[config.mk]
export PLATFORM = sky130hd
export DESIGN_NAME = mem_access_ctrl
export DESIGN_NICKNAME = d
export VERILOG_FILES = /design/src/rtl/mem_pkg.sv /design/src/rtl/mem_access_ctrl.sv
export SDC_FILE = /design/constraint.sdc
export NUM_CORES = 1
export LEC_CHECK = 0
export ABC_AREA = 0
export ABC_CLOCK_PERIOD_IN_PS = 1850
export BUFFER_PORTS_ARGS = -buffer_cell sky130_fd_sc_hd__buf_2
export CORE_ASPECT_RATIO = 1.25
export CORE_MARGIN = 8
export CORE_UTILIZATION = 47
export CTS_BUF_LIST = sky130_fd_sc_hd__clkbuf_4
export DETAILED_ROUTE_END_ITERATION = 8
export PLACE_DENSITY = 0.82
export REMOVE_ABC_BUFFERS = 1
export SYNTH_ARGS = -nofsm -noshare
export SYNTH_HDL_FRONTEND = slang
export SYNTH_SLANG_ARGS = --single-unit
[constraint.sdc]
create_clock -name clock -period 1.85 [get_ports clock]
set_clock_uncertainty 0.2 [all_clocks]
set_input_delay 0.2775 -clock clock [delete_from_list [all_inputs] [get_ports clock]]
set_output_delay 0.2775 -clock clock [all_outputs]
set_load 0.02 [all_outputs]
[src/rtl/mem_pkg.sv]
// Shared definitions for the memory access controller: FSM encoding,
// default geometry and the address range test used on request acceptance.
package mem_pkg;

  localparam int DEPTH_DEFAULT  = 32;
  localparam int RAM_AW_DEFAULT = 5;
  localparam int REQ_AW         = 8;
  localparam int DATA_W         = 32;

  typedef enum logic [1:0] {
    ST_IDLE    = 2'd0,
    ST_ACCESS  = 2'd1,
    ST_RESPOND = 2'd2
  } mem_state_e;

  // An address is serviceable only when it names one of the DEPTH real words.
  function automatic logic addr_in_range(input logic [REQ_AW-1:0] addr,
                                         input int depth);
    return ({{(32-REQ_AW){1'b0}}, addr} < depth[31:0]);
  endfunction

endpackage

[src/rtl/mem_access_ctrl.sv]
// Single-request memory access controller: accepts one request, performs a
// one-cycle RAM access (skipped for out-of-range addresses) and holds the response.
module mem_access_ctrl
  import mem_pkg::*;
#(
  parameter int DEPTH  = DEPTH_DEFAULT,
  parameter int RAM_AW = RAM_AW_DEFAULT
) (
  input  logic              clock,
  input  logic              reset_n,
  // Handshakes: a request transfers on a rising edge where req_valid and
  // req_ready are both 1; a response transfers on a rising edge where
  // resp_valid and resp_ready are both 1. Neither side may retract a
  // presented item before its transfer edge; the controller holds
  // resp_data/resp_error stable while resp_valid is 1.
  input  logic              req_valid,
  output logic              req_ready,
  input  logic              req_write,
  input  logic [7:0]        req_address,
  input  logic [31:0]       req_data,
  output logic              resp_valid,
  input  logic              resp_ready,
  output logic [31:0]       resp_data,
  output logic              resp_error,
  output logic [RAM_AW-1:0] ram_address,
  output logic [31:0]       ram_data_out,
  input  logic [31:0]       ram_data_in,
  output logic              ram_we,
  output logic              ram_chip_select,
  output logic [1:0]        state_dbg
);

  mem_state_e        state_q, state_d;
  logic              write_q, write_d;
  logic [RAM_AW-1:0] addr_q, addr_d;
  logic [31:0]       data_q, data_d;
  logic [31:0]       resp_data_q, resp_data_d;
  logic              resp_error_q, resp_error_d;

  always_ff @(posedge clock or negedge reset_n) begin
    if (!reset_n) begin
      state_q      <= ST_IDLE;
      write_q      <= 1'b0;
      addr_q       <= '0;
      data_q       <= '0;
      resp_data_q  <= '0;
      resp_error_q <= 1'b0;
    end else begin
      state_q      <= state_d;
      write_q      <= write_d;
      addr_q       <= addr_d;
      data_q       <= data_d;
      resp_data_q  <= resp_data_d;
      resp_error_q <= resp_error_d;
    end
  end

  always_comb begin
    state_d         = state_q;
    write_d         = write_q;
    addr_d          = addr_q;
    data_d          = data_q;
    resp_data_d     = resp_data_q;
    resp_error_d    = resp_error_q;
    req_ready       = 1'b0;
    resp_valid      = 1'b0;
    ram_chip_select = 1'b0;
    ram_we          = 1'b0;
    ram_address     = '0;
    ram_data_out    = '0;

    unique case (state_q)
      ST_IDLE: begin
        req_ready = 1'b1;
        if (req_valid) begin
          write_d = req_write;
          addr_d  = req_address[RAM_AW-1:0];
          data_d  = req_data;
          if (addr_in_range(req_address, DEPTH)) begin
            state_d = ST_ACCESS;
          end else begin
            // Out-of-range requests never touch the RAM and answer a cycle early.
            state_d      = ST_RESPOND;
            resp_error_d = 1'b1;
            resp_data_d  = '0;
          end
        end
      end

      ST_ACCESS: begin
        ram_chip_select = 1'b1;
        ram_we          = write_q;
        ram_address     = addr_q;
        ram_data_out    = data_q;
        state_d         = ST_RESPOND;
        resp_error_d    = 1'b0;
        resp_data_d     = write_q ? 32'd0 : ram_data_in;
      end

      ST_RESPOND: begin
        resp_valid = 1'b1;
        if (resp_ready) begin
          state_d = ST_IDLE;
        end
      end

      default: begin
        state_d = ST_IDLE;
      end
    endcase
  end

  assign resp_data  = resp_data_q;
  assign resp_error = resp_error_q;
  assign state_dbg  = state_q;

endmodule

==> flow_metrics.env <==
export IMPL_gp_congestion=0.710
export IMPL_drt_iter0_markers=110
export IMPL_drive_gt1_frac=0.512
export IMPL_yosysSeqAreaShare=0.614
export IMPL_ys_warn_count=0
export IMPL_synth_mux_area_fraction=0.144
export IMPL_synth_top_area_frac=0.614
export IMPL_synth_xor_area_frac=0
export IMPL_synthCells=208
export IMPL_area_growth_pct=71.4
export IMPL_ant_nets=0
export IMPL_die_x_um=87.1
export IMPL_nFillCells=310
export IMPL_period_needed_ps=2100
export IMPL_cts_max_path_buffers=2
export IMPL_slew_violations=0
export IMPL_fin_util=0.826
export IMPL_grt_pass1_wl_um=16200
export IMPL_violations="setup timing"
export IMPL_ys_seq_elements=73
export IMPL_whs_ps=166
export IMPL_setup_ws_ps=-255
export IMPL_h_tree_depth=3
export IMPL_grt_max_degree=74
export IMPL_ys_top_cells_by_count="dfrtp_1 (73), and2_1 (38), a22o_1 (32), mux2_2 (29), mux2_1 (9)"
export IMPL_ys_flop_type="dfrtp_1"
export IMPL_syn_area_um2=2970
export IMPL_wire_per_inst_um=20.0
export IMPL_arrival_ps=1630
export IMPL_initial_core_util=0.482
export IMPL_finalSetupViolCount=71
export IMPL_hold_path_class="in -> reg"
export IMPL_synthAdderAreaFrac=0
export IMPL_cp_max_fo=20
export IMPL_async_flop_share=1.00
export IMPL_tightest_slew_ps=731
export IMPL_io_buffers=152
export IMPL_status="finished, violations left"
export IMPL_drc=0
export IMPL_irDropWorstVdd_mv=0.528
export IMPL_tns_ps=-10480
export IMPL_hold_violations=0
export IMPL_io_pins=153
export IMPL_insertion_delay_ps=410
export IMPL_first_pass_iters=5
export IMPL_rsz0062_at_grt="true"
export IMPL_cts_tree="yes"
export IMPL_dp_hpwl_um=5510
export IMPL_postRouteWirelength_um=10600
export IMPL_post_route_period_util=1.14
export IMPL_dp_slack_ps=12.8
export IMPL_start_kind="flop"
export IMPL_dieArea_um2=9140
export IMPL_synth_cell_types=19
export IMPL_synth_most_common_cell="dfrtp_1"
export IMPL_fin_nets=517
export IMPL_endpoint_kind="primary output"
export IMPL_gr_total_overflow=0
export IMPL_vias=2716
export IMPL_netlist_top_cells_area="dfrtp_1 (61%), mux2_2 (11%), a22o_1 (9.4%)"
export IMPL_crit_required_ps=1370
export IMPL_p_leak_nw=2.54
export IMPL_via_per_inst=5.11
export IMPL_grt_pass1_vias=3091
export IMPL_synth_enable_flop_cells=0
export IMPL_root_buffer="clkbuf_4"
export IMPL_synth_top_area_cell="dfrtp_1"
export IMPL_critical_path_class="reg -> out"
export IMPL_syn_avg_cell_area_um2=14.3
export IMPL_relSlewSlack=0.511
export IMPL_clk_pin_slew_ps=120
export IMPL_synth_compound_area_share=0.104
export IMPL_die_h_um=105
export IMPL_synth_top_family_by_area="multiplexers"
export IMPL_cts_buffers_inserted=9
export IMPL_antenna_found_initial=2
export IMPL_synthSimpleGateAreaFrac=0.101
export IMPL_clock_fmax_ghz=0.475
export IMPL_clock_sinks=73
export IMPL_max_cap_viol_count=0
export IMPL_globalRouteTotalUtil=0.232
export IMPL_fp_row_count=32
export IMPL_powerDensity_nw_per_um2=781
export IMPL_fp_coreArea_um2=6170
-- cell families (layout without fill, tap and decap cells) --
kind of cell | after synthesis | count (layout)
DFF | 73 | 73
and+or+nand+nor | 45 | 45
muxes | 38 | 38
AOI/OAI and AO/OA | 36 | 36
other | 0 | 2
buffers and inverters | 16 | 253
-- routing by layer --
metal,vias up,GRT usage,part of all wire
li1,1200,-,-
met1,1337,0.245,0.38
met2,154,0.396,0.51
met3,25,0.0917,0.093
met4,0,0.0999,0.025
met5,-,0,0
-- power by group --
part | internal, mW | switching (mW) | total [mW]
clock | 0.548 | 0.560 | 1.11
sequential | 1.85 | 0.135 | 1.98
combinational | 0.500 | 0.387 | 0.887
total | 2.90 | 1.08 | 3.98
-- path summary, 6_finish.rpt --
path | from | end | slack, ps | depth (start not counted)
max | state_dbg[1] | ram_data_out[23] | -250 | 4
min | req_valid | resp_error | 170 | 4
max reg2reg | state_dbg[1] | resp_data[11] | -100 | 3
min reg2reg | data_q[0] | data_q[0] | 290 | 1
max in group asynchronous | reset_n | state_dbg[0] | 910 | 3
min in group asynchronous | reset_n | resp_data[14] | 200 | 3
-- flip-flops by register name, summed over array words and instances, names as in the netlist --
register and cells:
addr_q 5, resp_data 32, state_dbg 2, write_q 1, resp_error 1, data_q 32
-- cell usage in the layout (no fill, tap or decap), drive strengths merged, types with 2 or more instances in the layout --
master / count
diode: 2
clkinv: 3
mux2: 38
nor2: 3
dlygate4sd3: 75
inv: 2
and2: 38
dfrtp: 73
bufinv: 2
clkbuf: 9
a22o: 32
buf: 161
-- final cells by class --
type | instances | area [um^2] | area share
timing repair buffer | 236 | 1900 | 0.373
inverter | 1 | 6.26 | 0.00123
sequential | 73 | 1830 | 0.359
antenna | 2 | 5.00 | 0.000982
multi-input combinational | 119 | 1090 | 0.214
clock inverter | 7 | 93.8 | 0.0184
clock buffer | 9 | 67.6 | 0.0133
tap | 85 | 106 | 0.0209
-- critical path: stages, from the launching register on --
cell,delay [ps]
dfrtp_1,420
and2b_4,320
buf_12,160
and2_1,170
buf_6,130
-- stage by stage --
stage          instance area [um^2]  std cells  power [mW]
3_3_place_gp                   3830        435        2.63
2_1_floorplan                  2870        193        2.37
3_5_place_dp                   3830        435        2.67
4_1_cts                        5010        529        3.93
6_report                       5090        532        3.98
5_1_grt                        5090        532        4.16
-- timing repair --
action	CTS	global route
setup endpoints to repair	44	80
buffers inserted	2	2
cloned	1	0
pin swaps	0	18
hold endpoints to repair	145	0
resized for setup	75	26
hold buffers	75	0
No activity file was read; power rests on OpenSTA's default activity.
